===== src/rtl/req_rr_arbiter.sv =====
// Round-robin request collector: latches request pulses into a pending vector and
// offers one registered, stable grant at a time over a valid/ready handshake.
`timescale 1ns/1ps

module req_rr_arbiter #(
   parameter int NUM_REQ = 14,
   parameter int IDX_W   = 4
) (
   input  logic               CLK,
   input  logic               nRST,
   input  logic               clear,
   input  logic [NUM_REQ-1:0] req_set_vec,
   output logic [NUM_REQ-1:0] pending_vec,
   output logic               grant_valid,
   input  logic               grant_ready,
   output logic [IDX_W-1:0]   grant_index,
   output logic [NUM_REQ-1:0] grant_one_hot,
   output logic [IDX_W-1:0]   rr_ptr
);

   logic [NUM_REQ-1:0] pending_q, pending_d;
   logic               valid_q, valid_d;
   logic [IDX_W-1:0]   index_q, index_d;
   logic [IDX_W-1:0]   ptr_q, ptr_d;

   logic               hs;
   logic [NUM_REQ-1:0] acc_vec;
   logic [NUM_REQ-1:0] ge_ptr_mask;
   logic [NUM_REQ-1:0] upper_vec;
   logic [IDX_W-1:0]   sel_index;
   logic               sel_any;

   function automatic logic [IDX_W-1:0] lowest_set(input logic [NUM_REQ-1:0] v);
      lowest_set = '0;
      for (int i = NUM_REQ - 1; i >= 0; i--) begin
         if (v[i]) begin
            lowest_set = IDX_W'(i);
         end
      end
   endfunction

   assign hs = valid_q & grant_ready;

   genvar gi;
   generate
      for (gi = 0; gi < NUM_REQ; gi++) begin : g_per_src
         assign acc_vec[gi]       = hs && (index_q == IDX_W'(gi));
         assign ge_ptr_mask[gi]   = (IDX_W'(gi) >= ptr_d);
         assign grant_one_hot[gi] = valid_q && (index_q == IDX_W'(gi));
      end
   endgenerate

   // The pointer advances on every accept, even one that coincides with clear.
   always_comb begin
      ptr_d = ptr_q;
      if (hs) begin
         ptr_d = (index_q == IDX_W'(NUM_REQ - 1)) ? '0 : index_q + IDX_W'(1);
      end
   end

   always_comb begin
      pending_d = (pending_q & ~acc_vec) | req_set_vec;
      if (clear) begin
         pending_d = '0;
      end
   end

   // Search from the post-update pointer upward, wrapping to the lowest index.
   assign upper_vec = pending_d & ge_ptr_mask;
   assign sel_any   = |pending_d;
   assign sel_index = (|upper_vec) ? lowest_set(upper_vec) : lowest_set(pending_d);

   always_comb begin
      valid_d = valid_q;
      index_d = index_q;
      if (clear) begin
         valid_d = 1'b0;
      end else if (!valid_q || hs) begin
         valid_d = sel_any;
         if (sel_any) begin
            index_d = sel_index;
         end
      end
   end

   always_ff @(posedge CLK or negedge nRST) begin
      if (!nRST) begin
         pending_q <= '0;
         valid_q   <= 1'b0;
         index_q   <= '0;
         ptr_q     <= '0;
      end else begin
         pending_q <= pending_d;
         valid_q   <= valid_d;
         index_q   <= index_d;
         ptr_q     <= ptr_d;
      end
   end

   assign pending_vec = pending_q;
   assign grant_valid = valid_q;
   assign grant_index = index_q;
   assign rr_ptr      = ptr_q;

endmodule


===== config.mk =====
export PLATFORM = sky130hd
export DESIGN_NAME = req_rr_arbiter
export DESIGN_NICKNAME = d
export VERILOG_FILES = /design/src/rtl/req_rr_arbiter.sv
export SDC_FILE = /design/constraint.sdc
export NUM_CORES = 1
export LEC_CHECK = 0
export BUFFER_PORTS_ARGS = -buffer_cell sky130_fd_sc_hd__buf_4
export CAP_MARGIN = 20
export CORE_AREA = 2 2 104 56
export DETAILED_ROUTE_END_ITERATION = 7
export DIE_AREA = 0 0 106 58
export SLEW_MARGIN = 20
export SYNTH_ARGS = -nofsm -noshare
export SYNTH_HDL_FRONTEND = slang
export SYNTH_SLANG_ARGS = --single-unit

===== constraint.sdc =====
create_clock -name CLK -period 4.3 [get_ports CLK]
set_input_delay 0.645 -clock CLK [delete_from_list [all_inputs] [get_ports CLK]]
set_output_delay 0.645 -clock CLK [all_outputs]
set_load 0.005 [all_outputs]

-- Word-level counts from Yosys, hierarchy flattened
Index checks and enable logic that the tools add are counted.
- add/subtract/negate cells: 1
- $lt $le $gt $ge: 14
- equal/unequal tests: 13
- muxes and demuxes: 34
- bitwise gates (word level): 6
- reduce and logical (&&, ||, !) cells: 35
- operators with widths (operator ; count):
    $mux W4 ; 31
    $and A14 B14 Y14 ; 2
    $logic_and A1 B1 Y1 ; 28
    $reduce_or A14 Y1 ; 2
    $eq A4 B4 Y1 const B ; 6
    $ge A4 B4 Y1 const A ; 6
    $eq A4 B3 Y1 const B ; 4
    $ge A3 B4 Y1 const A ; 4
    $mux W14 ; 1
    $not A14 Y14 ; 1
    $or A14 B14 Y14 ; 1
    $eq A4 B2 Y1 const B ; 2
    $ge A1 B4 Y1 const A ; 2
    $ge A2 B4 Y1 const A ; 2
    $add A4 B1 Y4 const B ; 1
    $eq A4 B1 Y1 const B ; 1
    $logic_not A4 Y1 ; 1
    $reduce_and A3 Y1 ; 1
    $mux W1 ; 2
    $reduce_bool A2 Y1 ; 1
    $and A1 B1 Y1 ; 1
    $logic_not A1 Y1 ; 1
    $logic_or A1 B1 Y1 ; 1
    $not A1 Y1 ; 1
- bits in registers: 23
- input port bits: 18
- output and inout port bits: 37
- logic and storage cells: 107

-- Longest topological paths before layout
- depth in word-level cells: 22
- mapped depth: 10

-- Worst setup path before layout
No wires, ideal clock.
- path kind: input port to flip-flop
- from: in clear
- to: reg index_q[2], in the netlist grant_index[2]
- setup time: 126 ps
- data arrival time: 2342 ps
- data required time: 4174 ps
- path slack: 1832 ps
- stages on the path: 8
- cell sequence: clkbuf_1 clkinv_1 o311a_1 nor4_4 a21bo_1 a21o_1 a211oi_1 o2bb2ai_1
- elaborated cells on any way between the ends: 35
- those cells by class: mux: 30; bitwise: 2; reduce/logical: 3
- RTL lines (what ; RTL line ; RTL):
    from (decl) ; 11 ; input logic clear,
    $mux W14 (*) ; 63 ; if (clear) begin
    net pending_d[4] ; 21 ; logic [NUM_REQ-1:0] pending_q, pending_d;
    $and A14 B14 Y14 ; 69 ; assign upper_vec = pending_d & ge_ptr_mask;
    $mux W4 (5 in series) ; 36 ; if (v[i]) begin
    $mux W4 ; 71 ; assign sel_index = (|upper_vec) ? lowest_set(upper_vec) : lowest_set(pending_d);
    to (signal assigned) ; 95 ; index_q <= index_d;
    to (decl) ; 23 ; logic [IDX_W-1:0] index_q, index_d;
Mark *: on every way through the listed nets, which the timed path passes. The rest lies on a longest branch.
A chain may end at the register's enable or synchronous reset.

-- Worst setup path after layout
- from: reg index_q[0], in the netlist grant_index[0]
- to: reg index_q[0], in the netlist grant_index[0]
- elaborated cells on any way between the ends: 82
- those cells by class: add/sub: 1; order compare: 14; eq/ne: 13; mux: 32; bitwise: 4; reduce/logical: 18
- RTL lines (what ; RTL line ; RTL):
    $eq A4 B4 Y1 (*) ; 47 ; assign acc_vec[gi] = hs && (index_q == IDX_W'(gi));
    $logic_and A1 B1 Y1 (*) ; 47 ;
    $not A14 Y14 (*) ; 62 ; pending_d = (pending_q & ~acc_vec) | req_set_vec;
    $and A14 B14 Y14 (*) ; 62 ;
    $or A14 B14 Y14 (*) ; 62 ;
    $mux W14 (*) ; 63 ;
    net pending_d[12] ; 21 ;
    $and A14 B14 Y14 ; 69 ;
    $mux W4 (13 in series) ; 36 ;
    $mux W4 ; 71 ;
Marked as above.

==> results.yml <==
synth:
  synth_area_sq_um: 2020
  synth_cell_types: 72
  ys_seq_area_frac: 0.284
  synth_warnings: 0
  synth_top_cell_by_area: "dfrtp_1"
  synthTopCellsByCount: "nor2_1, dfrtp_1, o21ai_0"
  synth_nets: 249
  avgSynthCellArea_sq_um: 8.76
  synthArstFlopShare: 1.00
  synthDominantCellAreaShare: 0.284
  synth_edf_count: 0
  synth_seq_cells: 23
  synth_top_cells_by_area: "dfrtp_1, nor2_1, o21ai_0"
  yosysMostFrequentCell: "nor2_1"
  syn_inst: 231
  synth_flop_cell: "dfrtp_1"
timing:
  clock.fmax_ghz: 0.341
  drv_slew: 0
  tightestPinTransition_ps: 700
  period_share: 0.682
  setup_violations: 0
  period_needed_ps: 2930
  tns_ps: 0
  relSlewSlack: 0.531
  rsz0062_at_grt: "no"
  hold_viol: 0
  fin_skew_ps: 5.36
critical_path:
  critPathKind: "flop to flop"
  cp-end-kind: "flop"
  crit_fanout: 20
  slowest_stage: "dfrtp_1"
  required_ps: 4500
  crit_arrival_ps: 3140
  slowest_delay_ps: 640
  path_buf_inv: 0
  crit_chain: "nand4bb_1, o311a_1, o31a_1, o2bb2a_1, a211oi_1, a41oi_1, o2bb2ai_1"
  cp-start-kind: "flop"
  cp_top_family: "compound AO/OA/AOI/OAI gates"
route:
  totalWireLength_mm: 6.86
  drt-initial-drc-count: 143
  post_drt_via_cell_ratio: 5.95
  ant_nets: 0
  vias: 2084
  avgRoutedWirePerCell_um: 19.6
  route.detailed.drc: 0
  firstDrtPassIters: 7
final_layout:
  area_delta_synth_final_pct: 22.3
  diodes: 0
  final_design_area_no_fill_sq_um: 2470
  drive_above_1_share: 0.336
  final_nets: 296
grt:
  grt-ovfl-total: 0
  first_global_vias: 1903
  grt_max_degree: 24
  grt_pass1_wl_mm: 10.9
  track_usage: 0.234
  antenna_found_initial: 0
placed_design:
  place_area_sq_um: 2430
  gp_congestion: 0.902
  hpwl_mm: 5.29
  io_buffers: 54
pwr:
  p_int_uw: 632
  swShare: 0.487
  comb_power_share: 0.564
  leakagePower_uw: 0.00108
  power_uw: 1230
  p_clk_frac: 0.118
  powerDensity_nw_per_um2: 499
  p_switching_uw: 602
  seq_power_share: 0.318
  peakVddDrop_mv: 0.198
cts:
  clockBufferDepth: 2
  ctsHoldBuffers: 0
  cts_buffers: 3
  post_cts_buffers: 0
  cts_max_level: 1
  clock-root-buffer: "clkbuf_8"
  cts_resized: 0
  clk_latency_ps: 270
  cts_tree: "done"
  clkTransAtPathRegs_ps: 90
  cts_sinks: 23
floorplanning:
  rows: 19
  initial_core_util: 0.385
  dieWidth_um: 106
  die_y_um: 58
  core_area_sq_um: 5250
  die_area_sq_um: 6150
  io_pins: 55
hold_path:
  hold_path_class: "primary input to async pin"
outcome:
  status: "complete, no violations"
job:
  drv_cap: 0
power by group through the flow:
stage	Sequential, uW	Clock, uW	Combinational (uW)
after floorplan	316	0	537
after global placement	393	0	694
after detailed placement	394	0	682
after CTS	391	150	684
after global routing	405	158	755
final	393	145	696
placed cells by master, fill, tap and decap left out, drive strengths merged, types with 2 or more instances in the layout:
| cell | instances |
|---|---|
| buf | 54 |
| nor2 | 30 |
| dfrtp | 23 |
| o21ai | 15 |
| a21oi | 12 |
| nand2 | 12 |
| or2 | 12 |
| inv | 11 |
| o311a | 8 |
| a211oi | 6 |
| nor3 | 5 |
| a211o | 5 |
| nand2b | 5 |
| o31ai | 5 |
| nand3 | 4 |
| nor4 | 4 |
| o21ba | 3 |
| or2b | 3 |
| a21o | 3 |
| o2bb2ai | 3 |
| clkbuf | 3 |
| a21boi | 3 |
| nand4b | 3 |
| a31oi | 3 |
| o311ai | 3 |
| and2 | 3 |
| nor2b | 2 |
| o31a | 2 |
| a21bo | 2 |
| o21a | 2 |
| a22oi | 2 |
| o22ai | 2 |
| clkinv | 2 |
| nor3b | 2 |
path summary, 6_finish.rpt:
kind                           startpoint        endpoint  slack, ps  depth (start not counted)
max                        grant_index[0]  grant_index[0]       1370                          7
min                                  nRST  grant_index[3]        260                          1
max reg2reg                grant_index[0]  grant_index[0]       1370                          7
min reg2reg                pending_vec[2]  pending_vec[2]        670                          2
max in group asynchronous            nRST     grant_valid       3790                          1
min in group CLK                    clear     grant_valid        630                          2
registers in the layout, summed over array words and instances (netlist names):
signal       count
rr_ptr           4
pending_vec     14
grant_index      4
grant_valid      1
stage by stage:
step / util / worst slack (ps) / hold WS [ps] / instances
6_report: 0.471 / 1370 / 261 / 350
5_1_grt: 0.471 / 1110 / 267 / 350
4_1_cts: 0.471 / 1400 / 262 / 350
3_5_place_dp: 0.462 / 1410 / 571 / 346
3_3_place_gp: 0.462 / 1390 / 568 / 346
2_1_floorplan: - / 1830 / 349 / 231
cells by family (layout without fill, tap and decap cells):
family,count (synthesis),after routing,share of synthesized area
buffers and inverters,24,70,0.0686
DFF,23,23,0.284
and+or+nand+nor,95,95,0.288
AOI/OAI and AO/OA,89,89,0.359
metal layers:
metal | GRT usage | share of wire | wire length (um)
met2 | 0.292 | 0.35 | 2400
met3 | 0.0630 | 0.11 | 745
met5 | 0 | 0 | 0
met1 | 0.391 | 0.54 | 3690
met4 | 0.0338 | 0.0038 | 26
layout make-up:
class / count / area [sq um]
clock buffer: 3 / 41.3
clock inverter: 1 / 5.00
fill: 512 / 2780
inverter: 12 / 47.5
multi-input combinational: 184 / 1310
sequential: 23 / 576
tap: 73 / 91.3
timing repair buffer: 54 / 405
(Power assumes the default switching activity.)
